===== src/rtl/crossbar_pkg.sv =====
// crossbar_pkg: shared FSM state, command encodings and slave decode for the crossbar
package crossbar_pkg;
  typedef enum logic [1:0] {IDLE, GRANT, WAIT_RESP} state_t;
  localparam logic CMD_READ = 1'b0;
  localparam logic CMD_WRITE = 1'b1;
  // Top $clog2(n) address bits, right-aligned, name the target slave.
  function automatic logic [31:0] slave_sel(input logic [31:0] addr, input int n);
    return addr >> (32 - $clog2(n));
  endfunction
endpackage


===== src/rtl/rr_arbiter.sv =====
// rr_arbiter: combinational round-robin pick of the first set request at or above ptr, wrapping
module rr_arbiter #(
  parameter int N = 4,
  localparam int W = $clog2(N)
) (
  input  logic [N-1:0] req_i,
  input  logic [W-1:0] ptr_i,
  output logic [W-1:0] win_o,
  output logic         any_o
);
  // Scan offsets from the top down so the smallest offset from ptr lands last and wins.
  always_comb begin
    win_o = ptr_i;
    for (int k = N - 1; k >= 0; k--) if (req_i[ptr_i + W'(k)]) win_o = ptr_i + W'(k);
  end
  assign any_o = |req_i;
endmodule


===== src/rtl/crossbar_slave_arbiter.sv =====
// crossbar_slave_arbiter: per-slave round-robin arbitration and request/response routing
module crossbar_slave_arbiter
  import crossbar_pkg::*;
#(
  parameter int N = 4,
  parameter int SLAVE_ID = 0,
  parameter int AW = 32 - $clog2(N)
) (
  input  logic                 clk,
  input  logic                 rst,
  input  logic [N-1:0]         m_req,
  input  logic [N-1:0]         m_cmd,
  input  logic [31:0]          m_addr [N],
  input  logic [31:0]          m_wdata [N],
  output logic [N-1:0]         m_ack,
  output logic [N-1:0]         m_resp,
  output logic [31:0]          m_rdata [N],
  output logic                 s_req,
  output logic                 s_cmd,
  output logic [AW-1:0]        s_addr,
  output logic [31:0]          s_wdata,
  input  logic                 s_ack,
  input  logic                 s_resp,
  input  logic [31:0]          s_rdata,
  output logic                 busy,
  output logic [$clog2(N)-1:0] grant_idx
);
  localparam int W = $clog2(N);
  state_t state_q;
  logic [W-1:0] ptr_q, grant_q, win;
  logic [N-1:0] tgt;
  logic any_req, g_ok, in_grant, in_wait;
  always_comb for (int i = 0; i < N; i++) tgt[i] = m_req[i] && slave_sel(m_addr[i], N) == 32'(SLAVE_ID);
  rr_arbiter #(.N(N)) u_rr (.req_i(tgt), .ptr_i(ptr_q), .win_o(win), .any_o(any_req));
  assign in_grant = state_q == GRANT;
  assign in_wait = state_q == WAIT_RESP;
  assign g_ok = tgt[grant_q];
  assign s_req = in_grant && g_ok;
  assign s_cmd = in_grant ? m_cmd[grant_q] : 1'b0;
  assign s_addr = in_grant ? m_addr[grant_q][AW-1:0] : '0;
  assign s_wdata = in_grant ? m_wdata[grant_q] : '0;
  assign busy = state_q != IDLE;
  assign grant_idx = grant_q;
  // Only the granted master ever sees ack/resp; stray slave handshakes fall on the floor.
  always_comb begin
    for (int i = 0; i < N; i++) begin
      m_ack[i] = W'(i) == grant_q && s_req && s_ack;
      m_resp[i] = W'(i) == grant_q && in_wait && s_resp;
      m_rdata[i] = m_resp[i] ? s_rdata : '0;
    end
  end
  always_ff @(posedge clk or posedge rst) begin
    if (rst) begin
      state_q <= IDLE;
      ptr_q <= '0;
      grant_q <= '0;
    end else begin
      case (state_q)
        IDLE: if (any_req) begin
          grant_q <= win;
          state_q <= GRANT;
        end
        // A request withdrawn or retargeted before ack is abandoned without advancing ptr.
        GRANT: if (!g_ok) state_q <= IDLE;
        else if (s_ack) begin
          if (m_cmd[grant_q] == CMD_WRITE) begin
            state_q <= IDLE;
            ptr_q <= grant_q + W'(1);
          end else state_q <= WAIT_RESP;
        end
        WAIT_RESP: if (s_resp) begin
          state_q <= IDLE;
          ptr_q <= grant_q + W'(1);
        end
        default: state_q <= IDLE;
      endcase
    end
  end
endmodule


===== config.mk =====
export PLATFORM = sky130hd
export DESIGN_NAME = crossbar_slave_arbiter
export DESIGN_NICKNAME = d
export VERILOG_FILES = /design/src/rtl/crossbar_pkg.sv /design/src/rtl/rr_arbiter.sv /design/src/rtl/crossbar_slave_arbiter.sv
export SDC_FILE = /design/constraint.sdc
export NUM_CORES = 1
export LEC_CHECK = 0
export CORE_AREA = 3 3 194 196
export CTS_CLUSTER_DIAMETER = 100
export DETAILED_ROUTE_END_ITERATION = 6
export DIE_AREA = 0 0 197 199
export PLACE_DENSITY = 0.4
export REMOVE_ABC_BUFFERS = 1
export SYNTH_ARGS = -nofsm -noshare
export SYNTH_HDL_FRONTEND = slang
export SYNTH_SLANG_ARGS = --single-unit

===== constraint.sdc =====
create_clock -name clk -period 1.95 [get_ports clk]
set_input_delay 0.195 -clock clk [delete_from_list [all_inputs] [get_ports clk]]
set_output_delay 0.195 -clock clk [all_outputs]
set_load 0.1 [all_outputs]

# --- Yosys cells after proc, flatten, opt, wreduce, memory -nomap -nowiden ---
# Cells that the tools add are included.
totals:
  reg_bits: 6
  output_inout_bits: 203
  elab_cells: 98
classes:
  addsub: 4
  n_lt_le_gt_ge: 6
  n_eq_ne: 11
  muxes: 40
  bitwise_logic: 1
  n_reduce_logical: 33
op_table:
  columns: ["cell", "count"]
  rows:
  - ["$mux W32", 7]
  - ["$bmux W32 S2", 2]
  - ["$logic_not A32 Y1", 4]
  - ["$mux W30", 3]
  - ["$mux W2", 13]
  - ["$logic_and A1 B1 Y1", 21]
  - ["$lt A2 B3 Y1 const B", 5]
  - ["$bmux W1 S2", 6]
  - ["$ne A2 B2 Y1 const B", 4]
  - ["$mux W1", 7]
  - ["$pmux W2 S3", 1]
  - ["$reduce_and A5 Y1", 1]
  - ["$add A2 B1 Y2 const B", 2]
  - ["$add A2 B2 Y2 const B", 2]
  - ["$eq A2 B2 Y1 const A", 2]
  - ["$logic_not A2 Y1", 2]
  - ["$pmux W2 S2", 1]
  - ["$reduce_bool A2 Y1", 2]
  - ["$reduce_or A4 Y1", 1]
  - ["$ge A3 B3 Y1 const B", 1]
  - ["$ne A3 B3 Y1 const B", 1]
  - ["$not A2 Y3", 1]
  - ["$reduce_and A3 Y1", 1]
  - ["$eq A1 B2 Y1 const A", 1]
  - ["4 further kinds", 4]

# --- Logic depth before layout (Yosys ltp) ---
logic_depth:
  word_depth: 8
  mapped_depth: 8
  ltp_nobuf: 6

# --- Cells and area by module ---
# Synthesis repeated with hierarchy kept, for this count alone.
hier_totals:
  cells_unflattened: 354
  area_unflattened_um2: 3364.5
modules_own_cells:
  columns: ["module", "n_inst", "cells_each", "area_each_um2"]
  rows:
  - ["crossbar_slave_arbiter", 1, 338, 3264.4]
  - ["rr_arbiter", 1, 16, 100.1]

# --- Worst setup path before layout ---
# Ideal clock, no wire load.
synth_path:
  path_kind: "reg-to-output"
  startpoint: "register grant_q[0], in the netlist grant_idx[0]"
  endpoint: "output m_rdata[54] (netlist bit)"
  arrival_time_ps: 3706
  required_ps: 1755
  setup_slack_ps: -1951
  stages_incl_launch_ff: 9
  n_path_buf: 4
  cell_sequence: "dfrtp_1 buf_6 buf_6 buf_2 inv_1 ha_1 and3_1 clkbuf_1 and2_1"
synth_lines:
  columns: ["item", "line", "rtl"]
  rows:
  - ["start: declaration", "crossbar_slave_arbiter.sv:30", "logic [W-1:0] ptr_q, grant_q, win;"]
  - ["start signal: assignment", "crossbar_slave_arbiter.sv:60", "grant_q <= win;"]
  - ["end: declaration", "crossbar_slave_arbiter.sv:17", "output logic [31:0] m_rdata [N],"]

# --- Final worst setup path ---
layout_path:
  startpoint: "register grant_q[0], in the netlist grant_idx[0]"
  endpoint: "output s_wdata[23]"
layout_via:
  elab_chain_cells: 5
layout_lines:
  columns: ["item", "line", "rtl"]
  rows:
  - ["$not A2 Y3 (not written as such)", "crossbar_slave_arbiter.sv:41", "assign s_wdata = in_grant ? m_wdata[grant_q] : '0;"]
  - ["$bmux W32 S2", "crossbar_slave_arbiter.sv:41", null]
  - ["$mux W32 (not written as such) (2 in series)", "crossbar_slave_arbiter.sv:41", null]
  - ["$mux W32", "crossbar_slave_arbiter.sv:41", null]
  - ["end: declaration", "crossbar_slave_arbiter.sv:21", "output logic [31:0] s_wdata,"]
# No other way between the ends. The select of a mux whose other input is x is not followed.

==> results.md <==
* Slowest library cell on the worst path: dfrtp_4
* Post-route clock period utilization at 112%
* Row count at 70
* Fin Clk Skew at 0.00311 ns
* Gpl congestion at 0.782
* Clk_lat worst skew at 0.23 ns
* # hold bufs at CTS at 0
* Reg2reg end: ptr_q[1]
* Logic pwr share at 95.9%
* Final setup fails at 201
* Initial antenna violation count at 7
* R2r setup slk at -0.07 ns
* F_max at 457 MHz
* Max incr delay on CP at 0.49 ns
* WL/cell at 22.4 um
* GRT met3 Usage at 4.37%
* ANT nets after route at 0
* Commonest non-fill, non-tap cell in the layout: clkdlybuf4s50_1
* Relative slew slack at 75.9%
* Seq/Total Area, Yosys at 4.36%
* Failing checks: setup timing
* Num CTS Buffers at 3
* Internal cell power at 6.72 mW
* VDD IR-drop max at 0.000666 V
* Core footprint at 36,300 um2
* Clock power share at 2.3%
* Layout cells sized above 1 at 62.0%
* Startpoint Class: flip-flop
* Worst-path cell chain: buf_12 > buf_12 > buf_16 > mux4_2 > and2_4 > buf_12
* Die ar. at 39,200 um2
* Tmin final at 2.19 ns
* Count of different cell masters after synthesis at 35
* Pwr per Cell Area at 1230 nW/um2
* Root buf cell: clkbuf_16
* Area Overhead vs Synth at 262%
* Sink Count at 6
* Max-cap violations at 0
* Final Hold Viols at 0
* Layer with the highest usage: met2
* Setup tns final at -27.46 ns
* Unrepaired setup endpoints after global routing: true
* Tot Pwr at 15.4 mW
* DRC errors left at 0
* Chip Height at 199 um
* Gate Count Post-Synth at 358
* Crit Path Category: reg -> out
* CP required at 1.75 ns
* Worst-path clk slew at 0.04 ns
* Bufs on Longest Clock Path at 2
* Via count at 5,154
* Router iterations before antenna repair at 4
* Starting Density at 9.51%
* TritonCTS clock tree: built
* FF-to-FF path depth at 7
* I/O Pins at 503
* Worst Tran Pin Value at 0.361 ns
* Total Wirelength at 30,300 um
* Met2 Resource Use GR at 28.3%
* NetSw at 8.68 mW
* CP arrival at 1.99 ns
* First-pass GRT wire length at 40,800 um
* Final worst slack at -0.236 ns
* Grt total ovfl at 0
* Most frequent cells in the layout: clkdlybuf4s50_1 (299), buf_12 (216), and2_4 (195), mux4_2 (63), buf_4 (23)
* Crit path max fanout at 7
* Worst hold-check path type: in -> async
* GRT Total Usage at 14.2%
* Met1 usage at 14.9%
* Die Wd at 197 um
* Avg Inst Size Synth at 9.63 um2
* H-Tree Depth at 1
* # fillers at 3,592
* Worst setup EP type: output port
* Synth Warn # at 0
* DR vias/cell at 3.80
* Synth Cell Area at 3450 um2
* Outcome: finished with violations
* Number of I/O port buffers at 502
* Final slew viol count at 0
* Largest net degree at the start of global routing at 50
* Flop pwr share at 1.8%
* Sw frac at 56.4%
* Detailed placement HPWL at 24,500 um
* Synthesized flop and latch total at 6
* Nets@finish at 1,194
* Drt initial violations at 121
* LEAKAGE at 4.87 nW
* Cell mode on critical path: buf_12
* Number of global-route vias before repair at 5,544
* FF-to-FF Start: grant_idx[0]
## worst max path at each step
stage	endpoint	start	cells past startpoint
final	s_wdata[23]	grant_idx[0]	6
after floorplan	m_rdata[0]	grant_idx[0]	3
after detailed placement	m_ack[3]	m_req[1]	7
after global placement	m_ack[3]	m_req[1]	7
after CTS	m_rdata[126]	grant_idx[0]	7
after global routing	s_wdata[19]	grant_idx[0]	6
## flip-flops by register name, summed over array words and instances (netlist names)
register,cells
ptr_q,2
grant_idx,2
state_q,2
## synth_stat cells
cell         n  area share (%)
nor2_1       3            0.33
mux2i_1      1            0.29
and3_1       5            0.91
buf_4        5             1.1
buf_2        7             1.0
o22ai_4      1            0.58
a31oi_1      1            0.18
o21ai_1      3            0.44
a21oi_2      1            0.25
mux4_2      63              41
ha_1         8             2.9
or2_1        1            0.18
o22ai_2      1            0.36
o211ai_2     1            0.36
nor3b_1      2            0.44
and4_4       1            0.33
o22ai_1      1            0.18
a32o_1       1            0.29
o211ai_1     1            0.22
o21ai_2      1            0.25
buf_6        2            0.65
nand2_1      3            0.33
a2bb2oi_4    1            0.76
mux2_1       1            0.33
and2_1     195              35
mux2_4       1            0.44
or3b_4       4             1.3
dfrtp_1      6             4.4
o221ai_1     2            0.51
nand2b_1     2            0.36
or2_2        1            0.18
nor2b_1      1            0.18
inv_1        9            0.98
o21ai_0      2            0.29
clkbuf_1    20             2.2
## cell families (layout without fill, tap and decap cells)
kind of cell / after synthesis / in the layout / share of synthesized area, %
AND/OR/NAND/NOR: 218 / 218 / 39.9
adder cells (fa/ha/maj): 8 / 8 / 2.90
flip-flops: 6 / 6 / 4.36
multiplexers: 66 / 66 / 42.2
other: 0 / 2 / 0
buffers and inverters: 43 / 570 / 5.92
AO/OA/AOI/OAI: 17 / 17 / 4.68
## power groups by stage
stage | Clock (mW) | Combinational [mW] | Sequential, mW
final | 0.354 | 14.8 | 0.271
after global routing | 0.364 | 15.3 | 0.277
after CTS | 0.353 | 15.0 | 0.263
after global placement | 0 | 13.6 | 0.327
after floorplan | 0 | 7.16 | 0.694
after detailed placement | 0 | 13.6 | 0.330
## final cells by class
cell class,instances,area (um2),share of cell area (%)
well taps,468,586,4.70
repair buffers,557,7940,63.6
clock buffers,4,78.8,0.632
diodes,2,5.00,0.0401
inverters,9,38.8,0.311
multi-input cells,309,3670,29.4
flip-flops and latches,6,158,1.26
## worst max-delay path: cells and delay by family (launching register included)
| kind | cells | cell delay (ns) |
|---|---|---|
| AND/OR/NAND/NOR | 1 | 0.19 |
| flip-flops | 1 | 0.49 |
| buffers and inverters | 4 | 0.60 |
| multiplexers | 1 | 0.47 |
## what timing repair did
action / in CTS / in global routing
pin swaps: 4 / 1
gates resized for setup: 194 / 51
buffers inserted: 17 / 4
endpoints found under the setup margin: 199 / 204
cloned: 11 / 4
hold endpoints to repair: 0 / 0
## metrics by stage
stage               setup slack, ns  cell area (um2)  utilization, %  instances  hold slack, ns
floorplan                     -3.93             3280               -        324         -0.0140
global placement             -0.179            11200            31.0       1317           0.440
detailed placement           -0.192            11200            31.0       1317           0.445
CTS                          -0.234            12300            33.8       1349           0.202
global route                 -0.278            12500            34.4       1354           0.228
finish                       -0.236            12500            34.4       1355           0.194
## per-layer routing
layer  vias up  share of wire, %  wire length (um)
li1       2337                 -                 -
met1      2426                35             10500
met2       353                54             16500
met3        28               9.6              2910
met4        10               1.1               346
met5         -              0.22                67
No activity file was read; power rests on OpenSTA's default activity.
